<file path="src/rtl/btb_update_controller.sv">
// Branch resolution / BTB write-side controller: mispredict redirect, wrong-path flush, buffered BTB writes.
// Optional statistics counters are enabled with `define BTB_UPDATE_STATS_EN.
module btb_update_controller #(
  parameter int DEPTH        = 4,
  parameter int FLUSH_CYCLES = 2
) (
  input  logic        clk_i,
  input  logic        rst_i,
  input  logic        ex_valid_i,
  input  logic [31:0] ex_pc_i,
  input  logic        ex_taken_i,
  input  logic [31:0] ex_target_i,
  input  logic        ex_pred_hit_i,
  input  logic [31:0] ex_pred_target_i,
  input  logic        btb_wr_ready_i,
  output logic        update_btb_address_o,
  output logic [31:0] pc_ex_o,
  output logic [31:0] btb_address_value_o,
  output logic        redirect_o,
  output logic [31:0] redirect_pc_o,
  output logic        flush_o,
  output logic        stall_o,
  output logic [31:0] stat_branches_o,
  output logic [31:0] stat_mispredicts_o
);

  localparam int AW = $clog2(DEPTH);
  localparam int CW = $clog2(FLUSH_CYCLES + 1);

  typedef enum logic {IDLE, FLUSH} state_t;

  state_t         state_p1;
  logic [CW-1:0]  flush_cnt_p1;
  logic           redirect_vld_p1;
  logic [31:0]    redirect_pc_p1;
  logic           flush_p1;

  logic [AW:0]    wr_ptr_p1;
  logic [AW:0]    rd_ptr_p1;
  logic [63:0]    fifo_mem [DEPTH];

  logic           empty;
  logic           full;
  logic           accept;
  logic           mispredict;
  logic           push;
  logic           pop;
  logic [63:0]    wr_data;
  logic [63:0]    head;

  // ---- EX stage: resolve the branch against its prediction ----
  assign empty      = (wr_ptr_p1 == rd_ptr_p1);
  assign full       = (wr_ptr_p1[AW] != rd_ptr_p1[AW]) &&
                      (wr_ptr_p1[AW-1:0] == rd_ptr_p1[AW-1:0]);
  assign accept     = ex_valid_i && !full && (state_p1 == IDLE);
  assign mispredict = (ex_taken_i != ex_pred_hit_i) ||
                      (ex_taken_i && ex_pred_hit_i && (ex_target_i != ex_pred_target_i));
  // A zero target cannot be stored: zero is the BTB's miss encoding.
  assign push       = accept &&
                      ((ex_taken_i && mispredict && (ex_target_i != 32'h0)) ||
                       (!ex_taken_i && ex_pred_hit_i));
  assign pop        = !empty && btb_wr_ready_i;
  assign wr_data    = {ex_pc_i, (ex_taken_i ? ex_target_i : 32'h0)};

  always_ff @(posedge clk_i or posedge rst_i) begin
    if (rst_i) begin
      wr_ptr_p1 <= '0;
      rd_ptr_p1 <= '0;
    end else begin
      if (push) wr_ptr_p1 <= wr_ptr_p1 + (AW+1)'(1);
      if (pop)  rd_ptr_p1 <= rd_ptr_p1 + (AW+1)'(1);
    end
  end

  always_ff @(posedge clk_i) begin
    if (push) fifo_mem[wr_ptr_p1[AW-1:0]] <= wr_data;
  end

  // ---- P1 stage: redirect / flush control ----
  always_ff @(posedge clk_i or posedge rst_i) begin
    if (rst_i) begin
      state_p1        <= IDLE;
      flush_cnt_p1    <= '0;
      redirect_vld_p1 <= 1'b0;
      redirect_pc_p1  <= 32'h0;
      flush_p1        <= 1'b0;
    end else begin
      redirect_vld_p1 <= 1'b0;
      case (state_p1)
        IDLE: begin
          if (accept && mispredict) begin
            state_p1        <= FLUSH;
            flush_cnt_p1    <= CW'(FLUSH_CYCLES - 1);
            redirect_vld_p1 <= 1'b1;
            redirect_pc_p1  <= ex_taken_i ? ex_target_i : (ex_pc_i + 32'd4);
            flush_p1        <= 1'b1;
          end
        end
        FLUSH: begin
          if (flush_cnt_p1 == '0) begin
            state_p1 <= IDLE;
            flush_p1 <= 1'b0;
          end else begin
            flush_cnt_p1 <= flush_cnt_p1 - CW'(1);
          end
        end
        default: begin
          state_p1 <= IDLE;
          flush_p1 <= 1'b0;
        end
      endcase
    end
  end

  // Head is gated with empty so stale, unreset storage never reaches the BTB port.
  assign head                 = empty ? 64'h0 : fifo_mem[rd_ptr_p1[AW-1:0]];
  assign update_btb_address_o = !empty;
  assign pc_ex_o              = head[63:32];
  assign btb_address_value_o  = head[31:0];
  assign redirect_o           = redirect_vld_p1;
  assign redirect_pc_o        = redirect_pc_p1;
  assign flush_o              = flush_p1;
  assign stall_o              = full;

`ifdef BTB_UPDATE_STATS_EN
  function automatic logic [31:0] sat_inc(input logic [31:0] v);
    return (v == 32'hFFFF_FFFF) ? v : v + 32'd1;
  endfunction

  logic [31:0] stat_br_p1;
  logic [31:0] stat_mis_p1;

  always_ff @(posedge clk_i or posedge rst_i) begin
    if (rst_i) begin
      stat_br_p1  <= 32'h0;
      stat_mis_p1 <= 32'h0;
    end else if (accept) begin
      stat_br_p1 <= sat_inc(stat_br_p1);
      if (mispredict) stat_mis_p1 <= sat_inc(stat_mis_p1);
    end
  end

  assign stat_branches_o    = stat_br_p1;
  assign stat_mispredicts_o = stat_mis_p1;
`else
  assign stat_branches_o    = 32'h0;
  assign stat_mispredicts_o = 32'h0;
`endif

endmodule

</file>
<file path="config.mk">
export PLATFORM = sky130hd
export DESIGN_NAME = btb_update_controller
export DESIGN_NICKNAME = d
export VERILOG_FILES = /design/src/rtl/btb_update_controller.sv
export SDC_FILE = /design/constraint.sdc
export NUM_CORES = 1
export LEC_CHECK = 0
export BUFFER_PORTS_ARGS = -buffer_cell sky130_fd_sc_hd__buf_2
export CAP_MARGIN = 20
export CORE_ASPECT_RATIO = 0.7
export CORE_UTILIZATION = 42
export CTS_CLUSTER_DIAMETER = 40
export DETAILED_ROUTE_END_ITERATION = 8
export MAX_ROUTING_LAYER = met4
export SLEW_MARGIN = 0
export SYNTH_ARGS = -nofsm -noshare
export SYNTH_HDL_FRONTEND = slang
export SYNTH_SLANG_ARGS = --single-unit
</file>
<file path="constraint.sdc">
create_clock -name clk_i -period 9.5 [get_ports clk_i]
set_clock_uncertainty 0.05 [all_clocks]
set_input_delay 0.475 -clock clk_i [delete_from_list [all_inputs] [get_ports clk_i]]
set_output_delay 0.475 -clock clk_i [all_outputs]
set_load 0.005 [all_outputs]
</file>
==> out/metrics.sh, run 1 <==
CLKLATENCYLATEPIN_NS=0.51
DRTANTENNAVIOLNETS=0
DRIVE_GT1_SHARE_PCT=36.3
STATUS='completed'
CELLINTERNALPOWER_mW=3.19
GRT_SETUP_UNREPAIRED='no'
MAX_CAP_VIOL_COUNT=0
H-TREE-DEPTH=2
CLK_PIN_SLEW_NS=0.06
NET-SWITCHING-POWER_mW=1.39
NUMBER_OF_BUFFERS_CREATED_BY_CTS=35
IR_WORST_VDD_mV=0.185
GR-TOTAL-OVERFLOW=0
WORST_SLEW_PIN_SLEW_NS=1.04
SHARE_OF_THE_YOSYS_CHIP_AREA_BELONGING_TO_REGISTERS_PCT=64.9
SIGNED_AREA_CHANGE_FROM_THE_SYNTHESIZED_NETLIST_TO_THE_FINAL_LAYOUT_PCT=17.5
SYN_INST=799
WORST-SETUP-PATH-TYPE='reg2reg'
I_O_PINS=266
DIE_AREA_MM2=0.0329
FINAL.MIN_CLOCK_PERIOD_NS=3.66
COMMONEST_CELLS_AFTER_ROUTING_FILL_AND_TAPS_ASIDE='256 x sky130_fd_sc_hd__edfxtp_1, 201 x sky130_fd_sc_hd__buf_2, 98 x sky130_fd_sc_hd__and2_1'
CHIPWIDTH_UM=216
WORST_HOLD_CHECK_PATH_TYPE='in2reg'
POSTSYNTHAREAPERCELL_UM2=16.9
BUFFER_PORTS.INSERTED=201
CP.REQUIRED_NS=9.57
WIRE_LENGTH_OF_THE_FIRST_GLOBAL_ROUTING_PASS_UM=50300
DETAIL_ROUTE.ITER0.VIOLATIONS=741
ROUTE.DETAILED.WL_PER_INST_UM=23.2
LAYOUT.NETS=1127
TIMING.SETUP.TNS_NS=0
VIASPERCELL=5.14
TIMING.FMAX_GHz=0.273
TRITONCTS_CLOCK_TREE='built'
SYNTH_TOP_CELL_AREA_SHARE_PCT=56.9
ANTENNA_FOUND_INITIAL=2
PLACE.GP.CONGESTION=0.821
POWER_FRAC_CLOCK_PCT=27.6
DP_HPWL_UM=23400
ADDER_CELL_SHARE_OF_THE_SYNTHESIZED_AREA_PCT=0.834
SYNTH-COMPOUND-AREA-SHARE_PCT=2.36
GRT_START_MAX_NET_PINS=67
SYNTH_TOP_FAMILY_BY_AREA='multiplexers'
ROUTE.LAYER.MET1.WL_UM=15700
MIN_PERIOD_OVER_PERIOD_PCT=38.5
DIE_H_UM=152
CTS_POST_SETUP_BUFFERS_INSERTED=0
CP_DATA_ARRIVAL_TIME_NS=3.73
MUXSHAREOFSYNTHAREA_PCT=14.2
FRACTION_OF_POWER_CONSUMED_BY_COMBINATIONAL_CELLS_PCT=33.9
CRITICAL_PATH.STARTPOINT_TYPE='flop'
SYN_AREA_MM2=0.0135
CTS_ROOT_BUFFER='sky130_fd_sc_hd__clkbuf_16'
YOSYS.AREA_SHARE.SIMPLE_PCT=8.29
SYNTH.DISTINCT_CELLS=43
INITIAL_UTILIZATION_PCT=43.0
SYNTH_SEQ_CELLS=299
SYNTH_LARGEST_AREA_CELL='sky130_fd_sc_hd__edfxtp_1'
TOT_GR_TRACK_USE_PCT=21.6
CRIT_FANOUT=33
FINAL_MAX_SLEW_VIOL_COUNT=0
CTS.SINKS=299
SYNTH-XOR-AREA-SHARE_PCT=4.35
SEQ_POWER_SHARE_PCT=38.4
MOSTFREQUENTLAYOUTCELL='sky130_fd_sc_hd__edfxtp_1'
SW_FRAC_OF_TOTAL_PCT=30.2
DR_WL_MET2_UM=15500
PLACEABLECOREAREA_MM2=0.0314
SETUP_VIOL=0
DETAIL_ROUTE.FIRST_PASS.ITERATIONS=5
LEAKAGE_nW=6.00
FIRST_GLOBAL_VIAS=7348
TIMING_HOLD_VIOLATIONS_FINAL=0
FP-ROW-COUNT=54
ROUTE.DETAILED.DRC=0
FINAL.FILL_COUNT=2631
DRT_WL_TOTAL_UM=33900
ROUTED-WL-MET3_UM=2190
TIMING.MAX_SLEW.REL_SLACK_PCT=30.4
SYNTH_AREA_LEADERS='sky130_fd_sc_hd__edfxtp_1 57%, sky130_fd_sc_hd__mux4_2 11%, sky130_fd_sc_hd__dfrtp_1 8.0%'
NUM_VIAS=7517
HOLDWS_NS=0.174
CP-END-KIND='flop'
PWR_DENSITY_CELL_mW_PER_MM2=289
CLOCKBUFFERDEPTH=3
HIGHEST-SIGNAL-LAYER='met4'
SYNTH-WARNING-COUNT=0
-- cell families after synthesis --
group	Yosys count
buffers and inverters	105
AOI/OAI and AO/OA	41
muxes	98
other	1
adders and majority gates	9
and+or+nand+nor	179
xor gates and xnor gates	67
DFF	299
-- cell type report --
cell class	count	area (µm²)	area share, %
multi-input cells	458	4320	27.2
diodes	1	2.50	0.0158
clock buffers	41	898	5.66
clock inverters	21	184	1.16
inverters	9	33.8	0.213
flip-flops and latches	299	8770	55.3
repair buffers	213	1130	7.13
well taps	420	526	3.31
-- metal layers --
metal	vias up	global-route usage, %
li1	3355	-
met1	3863	32.6
met2	269	30.7
met3	30	3.48
met4	0	4.53
met5	-	-
-- synthesized netlist by cell type, drive strengths merged --
cell,number
a21o,32
and2,98
o21ai,2
nor4b,1
nand2,13
o31ai,1
xnor2,61
mux4,64
xor2,6
and4,3
nand3,10
dfrtp,43
mux2,34
nand3b,2
clkbuf,21
o21a,1
inv,9
nor2,3
or2,1
and3,8
nor2b,3
ha,9
edfxtp,256
buf,75
conb,1
a2111oi,1
nand2b,2
nand4b,1
a21oi,1
o22ai,1
nor3,1
o21bai,2
nor4,11
nand4,22
-- flip-flops by register name (all words and copies together) (netlist names) --
name           count
fifo_mem         256
flush_cnt_p1       2
flush_o            1
rd_ptr_p1          3
redirect_o         1
redirect_pc_o     32
state_p1           1
wr_ptr_p1          3
-- power groups by stage --
stage | clock, mW | combinational [mW] | sequential, mW
after detailed placement | 0 | 1.58 | 1.79
final | 1.27 | 1.55 | 1.76
after global placement | 0 | 1.57 | 1.79
after global routing | 1.34 | 1.70 | 1.78
after CTS | 1.29 | 1.58 | 1.77
after floorplan | 0 | 0.983 | 1.75
-- metrics by stage --
stage / utilization [%] / std cells / worst slack [ns] / instance area [µm²] / power, mW
floorplan: - / 862 / 4.51 / 13700 / 2.74
global placement: 46.9 / 1396 / 5.36 / 14700 / 3.36
detailed placement: 46.9 / 1396 / 5.38 / 14700 / 3.36
CTS: 50.3 / 1458 / 5.72 / 15800 / 4.64
global route: 50.5 / 1461 / 5.56 / 15900 / 4.83
finish: 50.5 / 1462 / 5.84 / 15900 / 4.58
-- worst paths after layout --
kind / from / to / slack, ns / cells past startpoint
hold / removal: ex_pc_i[30] / fifo_mem[3][62] / 0.17 / 1
hold reg to reg: flush_o / flush_o / 0.43 / 1
max in group asynchronous: rst_i / rd_ptr_p1[0] / 8.49 / 4
setup / recovery: rd_ptr_p1[0] / fifo_mem[2][0] / 5.84 / 7
min in group asynchronous: rst_i / redirect_pc_o[25] / 0.41 / 3
setup reg to reg: rd_ptr_p1[0] / fifo_mem[2][0] / 5.84 / 7
-- what timing repair did --
| action | in CTS | in global routing |
|---|---|---|
| setup endpoints to repair | 0 | 0 |
| endpoints found under the hold margin | 0 | 9 |
| resized for setup | 0 | 0 |
| hold buffers | 0 | 1 |
-- worst max-delay path, stage by stage, from the launching register on --
cell and delay (ns):
sky130_fd_sc_hd__dfrtp_4 0.63, sky130_fd_sc_hd__xnor2_1 0.21, sky130_fd_sc_hd__nand3_1 0.17, sky130_fd_sc_hd__nand3b_2 0.15
sky130_fd_sc_hd__a2111oi_2 0.41, sky130_fd_sc_hd__nor2_2 0.19, sky130_fd_sc_hd__nor2b_4 0.82, sky130_fd_sc_hd__buf_4 0.60
No activity file was read; power rests on OpenSTA's default activity.
==> inputs of run 2 (changes only) <==
- PLACE_DENSITY: unset -> 0.66
- clock period: 9.5 -> 3.2 ns (I/O delays scaled with it)
==> run 2 against run 1 <==
Via count is 3.1% higher. Highest routed layer unchanged. Largest power group unchanged. Non-clock buffer count rose by 44. Hold slack worse by 0.11 ns. Utilization increased by 1.9 points. Critical path type is now reg2out.
==> out/metrics.sh, run 2 (synthesized netlist as in run 1, its figures left out) <==
DRT_WL_TOTAL_UM=33900  # about the same
CLKLATENCYLATEPIN_NS=0.51  # about the same
CLK_PIN_SLEW_NS=0.06  # about the same
CP-END-KIND='primary output'
DP_HPWL_UM=23000  # -1.6%
GRT_SETUP_UNREPAIRED='no'
I_O_PINS=266  # unchanged
TIMING.REG2REG.WORST_PATH_DEPTH=7  # unchanged
CRIT_END='btb_address_value_o[21]'
GR-TOTAL-OVERFLOW=0  # unchanged
FINAL_CRITICAL_PATH_SETUP_SLACK_NS=0.491  # -5.35 ns
STATUS='completed'
PLACEABLECOREAREA_MM2=0.0314  # unchanged
FINAL.FILL_COUNT=2594  # -1.4%
CP.REQUIRED_NS=2.99  # -6.58 ns
DETAIL_ROUTE.FIRST_PASS.ITERATIONS=5  # unchanged
MIN_PERIOD_OVER_PERIOD_PCT=84.7
TOTAL_POWER_mW=14.2  # +210%
SETUP.REG_TO_REG.WORST_SLACK_NS=0.70  # -5.14 ns
IR_WORST_VDD_mV=0.489  # +160%
DIE_AREA_MM2=0.0329  # unchanged
SIGNED_AREA_CHANGE_FROM_THE_SYNTHESIZED_NETLIST_TO_THE_FINAL_LAYOUT_PCT=21.9
DRIVE_GT1_SHARE_PCT=36.5  # +0.18 points
MAX_CAP_VIOL_COUNT=0  # unchanged
VIASPERCELL=5.14  # about the same
CRITICAL_PATH.REG2REG.ENDPOINT='fifo_mem[3][56]'
NUMBER_OF_BUFFERS_CREATED_BY_CTS=36  # +2.9%
PLACE.GP.CONGESTION=0.844  # +2.7%
GRT_START_MAX_NET_PINS=67  # unchanged
ROUTE.DETAILED.WL_PER_INST_UM=22.5  # -3.0%
WORST_R2R_SRC='rd_ptr_p1[0]'
DIE_H_UM=152  # unchanged
PLACE_WS_NS=0.482  # -4.90 ns
ROUTE.DETAILED.DRC=0  # unchanged
FIRST_GLOBAL_VIAS=7636  # +3.9%
CRIT_PATH_TOP_DELAY_CELL='sky130_fd_sc_hd__buf_4'
COMMONEST_CELLS_AFTER_ROUTING_FILL_AND_TAPS_ASIDE='256 x sky130_fd_sc_hd__edfxtp_1, 201 x sky130_fd_sc_hd__buf_2, 98 x sky130_fd_sc_hd__and2_1'
CTS.SINKS=299  # unchanged
PWR_DENSITY_CELL_mW_PER_MM2=860  # +200%
LAYOUT.NETS=1172  # +4.0%
FP-ROW-COUNT=54  # unchanged
WORST_SLEW_PIN_SLEW_NS=1.04  # -0.00623 ns
TRITONCTS_CLOCK_TREE='built'
WORST_HOLD_CHECK_PATH_TYPE='in2reg'
MOSTFREQUENTLAYOUTCELL='sky130_fd_sc_hd__edfxtp_1'
LARGEST_REG_FLOPS=256  # unchanged
CRIT_FANOUT=66  # +100%
TIMING.CRITICAL_PATH.CELLS='buf_4 > mux4_2 > and2_1 > buf_2'
TIMING.MAX_SLEW.REL_SLACK_PCT=30.8  # +0.42 points
H-TREE-DEPTH=2  # unchanged
WORST-SETUP-PATH-TYPE='reg2out'
CTS_ROOT_BUFFER='sky130_fd_sc_hd__clkbuf_16'
TOT_GR_TRACK_USE_PCT=21.2  # -0.40 points
INITIAL_UTILIZATION_PCT=43.0  # unchanged
CRITICAL_PATH.STARTPOINT_TYPE='flop'
NUM_VIAS=7752  # +3.1%
CP_DATA_ARRIVAL_TIME_NS=2.50  # -1.23 ns
TIMING.FMAX_GHz=0.369
DETAIL_ROUTE.ITER0.VIOLATIONS=626  # -16%
CLOCKBUFFERDEPTH=3  # unchanged
SETUP_VIOL=0  # unchanged
LEAKAGE_nW=6.29  # +4.9%
CHIPWIDTH_UM=216  # unchanged
FINAL.MIN_CLOCK_PERIOD_NS=2.71
WIRE_LENGTH_OF_THE_FIRST_GLOBAL_ROUTING_PASS_UM=49800  # -1.1%
CPPEAKSTAGEDELAY_NS=0.75  # -0.07 ns
ANTENNA_FOUND_INITIAL=0  # -2
FINAL_MAX_SLEW_VIOL_COUNT=0  # unchanged
CRITPATHLAUNCH='rd_ptr_p1[1]'
BUFFER_PORTS.INSERTED=201  # unchanged
ANTENNA_CELLS_INSERTED=0  # -1
TIMING_HOLD_VIOLATIONS_FINAL=0  # unchanged
DRTANTENNAVIOLNETS=0  # unchanged
## run 2: cell count changes in the layout (fill, tap and decap cells not counted), sizes merged
cell	change
dlygate4sd3	+33
buf	+11
inv	+7
clkinv	-4
clkinvlp	-4
bufinv	+2
clkbuf	+2
diode	-1
## run 2: final cells by class
class / instances / area [µm²] / area share (%)
flip-flops and latches: 299 / 8770 / 53.3
multi-input cells: 458 / 4320 / 26.2
repair buffers: 257 / 1590 / 9.64
clock buffers: 43 / 968 / 5.88
well taps: 420 / 526 / 3.19
clock inverters: 22 / 264 / 1.60
inverters: 9 / 33.8 / 0.205
## run 2: layer usage
layer / track usage (%) / vias to the layer above / share of wire, %
met5: - / - / 0
met4: 7.11 / 0 / 3.1
met3: 3.48 / 47 / 7.6
met2: 29.8 / 318 / 45
met1: 31.2 / 3953 / 45
li1: - / 3434 / -
## run 2: worst max-delay path: cells and delay by family (launching register included)
| kind | cells | cell delay, ns |
|---|---|---|
| multiplexers | 1 | 0.48 |
| AND/OR/NAND/NOR | 1 | 0.20 |
| flip-flops | 1 | 0.36 |
| buffers and inverters | 2 | 0.87 |
## run 2: worst min-delay path by stage
stage | end | depth (start not counted) | startpoint
after detailed placement | fifo_mem[1][33] | 1 | ex_pc_i[1]
after CTS | fifo_mem[2][4] | 2 | ex_target_i[4]
final | fifo_mem[2][4] | 2 | ex_target_i[4]
after global placement | fifo_mem[0][33] | 1 | ex_pc_i[1]
after global routing | fifo_mem[1][0] | 2 | ex_target_i[0]
after floorplan | fifo_mem[0][32] | 0 | ex_pc_i[0]
## run 2: stage by stage
stage                     cells  TNS [ns]  utilization, %  instance area (µm²)  hold WS, ns
after floorplan             862    -56.12               -                13700        0.209
after detailed placement   1408         0            47.3                14900        0.372
after CTS                  1507         0            52.3                16400       0.0408
after global routing       1508         0            52.4                16500       0.0635
final                      1508         0            52.4                16500       0.0593
after global placement     1408         0            47.3                14900        0.379
## run 2: timing repair
action                     CTS  global route
gates resized for setup      0             0
setup endpoints to repair    0             0
hold endpoints to repair   173             0
setup buffers                0             0
hold buffers                34             0
## run 2: power by group
part	internal (mW)	switching, mW
Combinational	2.46	2.35
Clock	2.53	1.64
Sequential	4.89	0.284
